## src/rtl/bcd_scan_7seg_if.sv

```systemverilog
// Display-scanner bus: BCD digit snapshot inputs on one side, multiplexed
// segment/anode drive on the other.
interface bcd_scan_7seg_if #(
  parameter int NDIGITS = 4
);
  logic [4*NDIGITS-1:0] digits;
  logic                 load;
  logic [NDIGITS-1:0]   dp_mask;
  logic [6:0]           seg;
  logic                 dp;
  logic [NDIGITS-1:0]   an;
  logic                 slot_start;

  modport master (
    output digits, load, dp_mask,
    input  seg, dp, an, slot_start
  );

  modport slave (
    input  digits, load, dp_mask,
    output seg, dp, an, slot_start
  );
endinterface

```

## src/rtl/bcd_scan_7seg.sv

```systemverilog
// Multiplexed seven-segment scanner with per-slot ghost blanking.
// Define BCD_SCAN_LZB_EN to enable leading-zero blanking.
module bcd_scan_7seg #(
  parameter int NDIGITS  = 4,
  parameter int SCAN_DIV = 1024,
  parameter int GHOST    = 16
) (
  input logic           clk,
  input logic           reset,
  bcd_scan_7seg_if.slave bus
);
  localparam int PRE_W = $clog2(SCAN_DIV);
  localparam int IDX_W = (NDIGITS > 1) ? $clog2(NDIGITS) : 1;
  localparam logic [PRE_W-1:0] PRE_MAX = PRE_W'(SCAN_DIV - 1);
  localparam logic [PRE_W-1:0] GHOST_P = PRE_W'(GHOST);
  localparam logic [IDX_W-1:0] IDX_MAX = IDX_W'(NDIGITS - 1);

  typedef enum logic {BLANK, DRIVE} phase_t;

  phase_t               phase, phase_next;
  logic [PRE_W-1:0]     pre, pre_next;
  logic [IDX_W-1:0]     idx, idx_next;
  logic [3:0]           snap [NDIGITS];
  logic [NDIGITS-1:0]   snap_dp;
  logic [6:0]           seg_q, seg_next;
  logic                 dp_q, dp_next;
  logic [NDIGITS-1:0]   an_q, an_next;
  logic                 lz_blank;

  function automatic logic [6:0] decode(input logic [3:0] v);
    case (v)
      4'd0:    decode = 7'h3F;
      4'd1:    decode = 7'h06;
      4'd2:    decode = 7'h5B;
      4'd3:    decode = 7'h4F;
      4'd4:    decode = 7'h66;
      4'd5:    decode = 7'h6D;
      4'd6:    decode = 7'h7D;
      4'd7:    decode = 7'h07;
      4'd8:    decode = 7'h7F;
      4'd9:    decode = 7'h6F;
      default: decode = 7'h40;
    endcase
  endfunction

  always_comb begin
    pre_next = pre + 1'b1;
    idx_next = idx;
    if (pre == PRE_MAX) begin
      pre_next = '0;
      idx_next = (idx == IDX_MAX) ? '0 : idx + 1'b1;
    end
  end

`ifdef BCD_SCAN_LZB_EN
  // A nonzero digit at or above the current one keeps it visible.
  always_comb begin
    lz_blank = (idx != '0);
    for (int j = 0; j < NDIGITS; j++) begin
      if (j >= int'(idx) && snap[j] != 4'd0) lz_blank = 1'b0;
    end
  end
`else
  always_comb begin
    lz_blank = 1'b0;
  end
`endif

  // Pattern is taken from the pre-edge snapshot only on BLANK->DRIVE, so a
  // load during DRIVE cannot tear the lit digit.
  always_comb begin
    phase_next = (pre_next >= GHOST_P) ? DRIVE : BLANK;
    seg_next   = seg_q;
    dp_next    = dp_q;
    an_next    = an_q;
    case (phase_next)
      BLANK: begin
        seg_next = '0;
        dp_next  = 1'b0;
        an_next  = '0;
      end
      DRIVE: begin
        if (phase == BLANK) begin
          seg_next = lz_blank ? 7'h00 : decode(snap[idx]);
          dp_next  = snap_dp[idx];
          an_next  = NDIGITS'(1) << idx;
        end
      end
      default: ;
    endcase
  end

  always_ff @(posedge clk) begin
    if (reset) begin
      pre     <= '0;
      idx     <= '0;
      phase   <= BLANK;
      seg_q   <= '0;
      dp_q    <= 1'b0;
      an_q    <= '0;
      snap_dp <= '0;
      for (int i = 0; i < NDIGITS; i++) snap[i] <= 4'd0;
    end else begin
      pre   <= pre_next;
      idx   <= idx_next;
      phase <= phase_next;
      seg_q <= seg_next;
      dp_q  <= dp_next;
      an_q  <= an_next;
      if (bus.load) begin
        snap_dp <= bus.dp_mask;
        for (int i = 0; i < NDIGITS; i++) snap[i] <= bus.digits[4*i +: 4];
      end
    end
  end

  assign bus.seg        = seg_q;
  assign bus.dp         = dp_q;
  assign bus.an         = an_q;
  assign bus.slot_start = (pre == '0) && !reset;
endmodule

```

## src/flat_wrapper.sv

```systemverilog
// flat-port wrapper written by rule: the top's interface ports become plain ports
module bcd_scan_7seg_flat 
#(
  parameter int NDIGITS  = 4,
  parameter int SCAN_DIV = 1024,
  parameter int GHOST    = 16
)
  (clk, reset, bus_digits, bus_load, bus_dp_mask, bus_seg, bus_dp, bus_an, bus_slot_start);
  bcd_scan_7seg_if #(.NDIGITS(NDIGITS)) bus_i ();
  input logic clk;
  input logic reset;
  input wire logic [$bits(bus_i.digits)-1:0] bus_digits;
  input wire logic [$bits(bus_i.load)-1:0] bus_load;
  input wire logic [$bits(bus_i.dp_mask)-1:0] bus_dp_mask;
  output wire logic [$bits(bus_i.seg)-1:0] bus_seg;
  output wire logic [$bits(bus_i.dp)-1:0] bus_dp;
  output wire logic [$bits(bus_i.an)-1:0] bus_an;
  output wire logic [$bits(bus_i.slot_start)-1:0] bus_slot_start;
  assign bus_i.digits = bus_digits;
  assign bus_i.load = bus_load;
  assign bus_i.dp_mask = bus_dp_mask;
  assign bus_seg = bus_i.seg;
  assign bus_dp = bus_i.dp;
  assign bus_an = bus_i.an;
  assign bus_slot_start = bus_i.slot_start;
  bcd_scan_7seg #(.NDIGITS(NDIGITS), .SCAN_DIV(SCAN_DIV), .GHOST(GHOST)) u_core (.clk(clk), .reset(reset), .bus(bus_i));
endmodule
```

## config.mk

```make
export PLATFORM = sky130hd
export DESIGN_NAME = bcd_scan_7seg_flat
export DESIGN_NICKNAME = d
export VERILOG_FILES = /design/src/rtl/bcd_scan_7seg_if.sv /design/src/rtl/bcd_scan_7seg.sv /design/src/flat_wrapper.sv
export SDC_FILE = /design/constraint.sdc
export NUM_CORES = 1
export LEC_CHECK = 0
export CELL_PAD_IN_SITES_DETAIL_PLACEMENT = 0
export CELL_PAD_IN_SITES_GLOBAL_PLACEMENT = 1
export CORE_MARGIN = 2
export CORE_UTILIZATION = 45
export CTS_CLUSTER_SIZE = 24
export DETAILED_ROUTE_END_ITERATION = 7
export GPL_TIMING_DRIVEN = 0
export PLACE_DENSITY_LB_ADDON = 0.05
export REMOVE_ABC_BUFFERS = 1
export SKIP_LAST_GASP = 1
export SYNTH_ARGS = -nofsm -noshare
export SYNTH_HDL_FRONTEND = slang
export SYNTH_SLANG_ARGS = --single-unit
```

## constraint.sdc

```tcl
create_clock -name clk -period 4.5 [get_ports clk]
set_input_delay 1.125 -clock clk [delete_from_list [all_inputs] [get_ports clk]]
set_output_delay 1.125 -clock clk [all_outputs]
set_load 0.005 [all_outputs]
```

After elaboration in Yosys (flattened, before gate mapping)
Memory sizes are Yosys's and may differ from the RTL's. A register that Yosys moved wholly into a read port is not among the register bits.
Cells that the tools add are included.
Storage, ports and cells
  register bits after elaboration: 29
  bits in writable memories: 16
  bits in read-only memories: 112
  input port bits: 23
  word-level logic and storage cells: 47
  memories: 2
Memory list
  (no name shown): depth 16, width 7, read ports 1, clocked after memory_dff 0, wr ports 0, RTL line bcd_scan_7seg.sv:31  | case (v)
  u_core.snap: depth 4, width 4, read ports 1, clocked after memory_dff 1, wr ports 4, RTL line bcd_scan_7seg.sv:23  | logic [3:0] snap [NDIGITS];
Cells by class
  bitwise gates (word level): 5
  reductions and logical operators: 3
  mux-type cells: 22
  shifts and indexed selects: 1
  $add $sub $neg: 2
  magnitude comparators: 2
  equal/unequal tests: 3
Operator list (count)
  4-bit two-way mux: 5
  7-bit one-hot mux with 2 select lines: 1
  10-bit by 1-bit adder with 10-bit output, second input constant: 1
  10-bit == test, second input constant: 1
  10-bit by 5-bit greater-or-equal comparator with 1-bit output, second input constant: 1
  10-bit logical NOT: 1
  10-bit two-way mux: 1
  1-bit two-way mux: 8
  4-bit one-hot mux with 2 select lines: 1
  7-bit two-way mux: 1
  2-bit two-way mux: 3
  1-bit OR: 4
  1-bit by 2-bit << shifter with 4-bit output, first input constant: 1
  2-bit by 3-bit < comparator with 1-bit output, second input constant: 1
  2-bit by 1-bit adder with 2-bit output, second input constant: 1
  1-bit binary-select mux with 2-bit select: 1
  2-bit == test, second input constant: 1
  2-bit != test, second input constant: 1
  1-bit one-hot mux with 2 select lines: 1
  1-bit logical AND: 1
  1-bit logical NOT: 1
  1-bit NOT: 1

Depth between registers and ports, before layout
Gate-level depths: netlist of run 1.
  word-level depth: 6
  depth in mapped cells: 7

Least setup slack after synthesis of run 1
Ideal clock, no wire load.
  path type: input to output
  start point: input reset
  end point: output bus_slot_start
  setup slack: 1.902 ns
  cell stages on the path: 2
  arrival: 1.473 ns
  cell sequence: nor4_1 -> and4b_1
Between the ends
  word-level cells in the longest chain between the ends: 2
RTL lines
  from (decl): RTL line flat_wrapper.sv:11  | input logic reset;
  1-bit logical NOT: RTL line bcd_scan_7seg.sv:120  | assign bus.slot_start = (pre == '0) && !reset;
  1-bit logical AND: RTL line bcd_scan_7seg.sv:120
  to (decl): RTL line flat_wrapper.sv:18  | output wire logic [$bits(bus_i.slot_start)-1:0] bus_slot_start;
No other way between the ends.

Worst setup path after layout of run 1
Ends and elaborated chain as after synthesis.

==> results.json, run 1 <==
{
  "wl_um": 3928,
  "grt_max_degree": 19,
  "ys_seq_area_frac": 0.4903,
  "p_leak_uw": 0.001000,
  "async_reset_ff_frac": 0,
  "synth_top_family_by_area": "simple AND/OR/NAND/NOR gates",
  "path_buf_inv": 2,
  "synthMuxAreaShare": 0.1175,
  "cts_hold_buf": 0,
  "grt_pass1_vias": 1445,
  "cts_resized": 0,
  "power.internal_uw": 664.2,
  "grt_usage": 0.1555,
  "crit_fanout": 16,
  "nets": 274,
  "cts_tree": "yes",
  "drive_gt1_frac": 0.07917,
  "cts_setup_buffers": 0,
  "cp_common_cell": "clkdlybuf4s50_1",
  "vias": 1556,
  "hpwl_um": 2918,
  "cp-start-kind": "input pin",
  "critPathArrivalTime_ps": 2860,
  "netlist_area_sq_mm": 0.002246,
  "critical-path-top-delay-family": "buffers and inverters",
  "clk_pin_slew_ps": 80,
  "start_util": 0.4724,
  "antenna_cells": 0,
  "cts_buffers": 5,
  "peakVddDrop_uv": 179.9,
  "combPwrFrac": 0.090,
  "fmax_mhz": 250.9,
  "finalSetupTns_ps": 0,
  "io_buffers": 35,
  "antenna_found_initial": 0,
  "synth_edf_count": 16,
  "ys.warnings.count": 0,
  "synth_compound_area_frac": 0.08022,
  "final_common_cell": "clkdlybuf4s50_1",
  "drv_slew": 0,
  "finalSetupViolCount": 0,
  "rsz0062_at_grt": "false",
  "max-slew-margin-rel": 0.3696,
  "clk_latency_ps": 290,
  "p_sw_frac": 0.2075,
  "globalplace.congestion": 0.7771,
  "r2r_start": "u_core.pre[0]",
  "crit_chain": "clkdlybuf4s50_1 > nor4_1 > and4b_1 > clkdlybuf4s50_1",
  "tightestPinTransition_ps": 943.9,
  "clock-sinks": 47,
  "avgSynthCellArea_sq_um": 10.75,
  "area_growth_pct": 21.23,
  "drt_first_pass_iters": 4,
  "critPathLaunch": "reset",
  "grt_pass1_wl_um": 6596,
  "final_cell_mix": "clkdlybuf4s50_1, dfxtp_1, nor2_1, and2_1, edfxtp_1",
  "criticalPathCategory": "in2out",
  "drtAntennaViolNets": 0,
  "status": "completed",
  "crit_required_ps": 3380,
  "fin_skew_ps": 3.576,
  "cp-end-kind": "output pin",
  "netlist_instances": 209,
  "switchingPower_uw": 173.9,
  "power.density_mw_per_mm2": 307.8,
  "hp-class": "reg2reg",
  "drv_cap": 0,
  "synthXorXnorAreaFrac": 0.02730,
  "synthAdderAreaFrac": 0.06685,
  "synthFlopType": "dfxtp_1",
  "fill_cells": 443,
  "die_h_um": 74.65,
  "layout_setup_ws_ps": 513.8,
  "vias_per_cell": 5.068,
  "period_share": 0.8858,
  "p_seq_frac": 0.552,
  "die-area_sq_mm": 0.005572,
  "coreArea_sq_mm": 0.004755,
  "hold_viol_final": 0,
  "rows": 25,
  "htreeDepth": 2,
  "io_pins": 36,
  "yosys.area_share.simple": 0.1727,
  "clockBufferDepth": 2,
  "gr-total-overflow": 0,
  "yosysUniqueCellTypes": 40,
  "dp_slack_ps": 473.9,
  "hold_start": "u_core.bus.seg[6]",
  "power_frac_clock": 0.357,
  "max_stage_delay_ps": 710,
  "finalCriticalPeriod_ps": 3986,
  "wl_per_cell_um": 12.79,
  "drc": 0,
  "die_x_um": 74.65,
  "cts_root_buf": "clkbuf_8",
  "critPathSlowestCell": "clkdlybuf4s50_1",
  "drtIter0Drc": 66,
  "synth-seq-cells": 47
}
-- cell families after synthesis --
| kind of cell | count (synthesis) |
|---|---|
| and+or+nand+nor | 75 |
| buffers and inverters | 22 |
| adders and majority gates | 12 |
| DFF | 47 |
| AOI/OAI and AO/OA | 26 |
| muxes | 20 |
| xor gates and xnor gates | 7 |
-- power by group through the flow --
stage	Clock, uW	Sequential, uW	Combinational (uW)
2_1_floorplan	0	470	44.0
3_3_place_gp	0	472	74.2
3_5_place_dp	0	473	76.4
4_1_cts	312	463	76.7
5_1_grt	326	465	85.7
6_report	300	463	75.8
-- metrics by stage --
stage	instance area (sq um)	hold WS (ps)	util	power (uW)	instances
after global routing	2723	495.9	0.5726	876.2	307
after floorplan	2182	454.6	-	514.2	197
after detailed placement	2616	468.8	0.5503	549.2	299
after global placement	2616	455.5	0.5503	545.7	299
after CTS	2723	481.9	0.5726	851.7	307
final	2723	474.2	0.5726	838.1	307
-- flip-flops by register name, indices dropped and copies added (netlist names), named ones only --
register	count
u_core.snap	16
u_core.pre	10
u_core.bus.seg	7
u_core.bus.an	4
u_core.snap_dp	4
u_core.idx	2
u_core.bus.dp	1
u_core.phase	1
-- worst register-to-register path, cell delays in order (launching register included) --
cell      delay [ps]
dfxtp_1          450
ha_1             260
nand3_2          200
o31ai_2          470
a41oi_1          100
a211oi_2         800
nor2_1           120
-- synth_stat cells, types with 4 or more instances --
cell type	number	area share
nand2_1	6	0.010
edfxtp_1	16	0.21
nor2_1	30	0.050
clkbuf_1	6	0.010
o21ai_0	4	0.0089
and2_1	17	0.047
a21oi_1	9	0.020
mux2i_1	14	0.062
nand2b_1	5	0.014
xor2_1	4	0.016
ha_1	12	0.067
dfxtp_1	31	0.28
inv_1	10	0.017
mux4_2	5	0.050
-- metal layers --
layer  global-route usage  part of all wire
met2               0.2507              0.48
met1               0.2074              0.47
met4              0.05952            0.0087
met3              0.03213             0.035
met5                    0                 0
-- layout make-up --
cell class | instances | area (sq um) | area share
sequential | 47 | 1101 | 0.4044
multi-input combinational | 140 | 1044 | 0.3833
timing repair buffer | 35 | 350.3 | 0.1287
tap | 67 | 83.83 | 0.03079
clock buffer | 7 | 76.32 | 0.02803
inverter | 10 | 37.54 | 0.01379
clock inverter | 1 | 30.03 | 0.01103
-- final timing paths --
| path | cells after the start | end | slack (ps) |
|---|---|---|---|
| worst max-delay path | 4 | bus_slot_start | 510 |
| worst min-delay path | 2 | u_core.bus.seg[6] | 470 |
| worst max register to register | 6 | u_core.bus.an[3] | 1960 |
| worst min register to register | 2 | u_core.bus.seg[6] | 470 |
Note: power is estimated with default switching activity, not from simulation.
==> run 2, diff against run 1 <==
Settings changed: SLEW_MARGIN from default to 10.
==> results of run 2 <==
No change in the layout: final DEF, timing and power equal those of run 1.
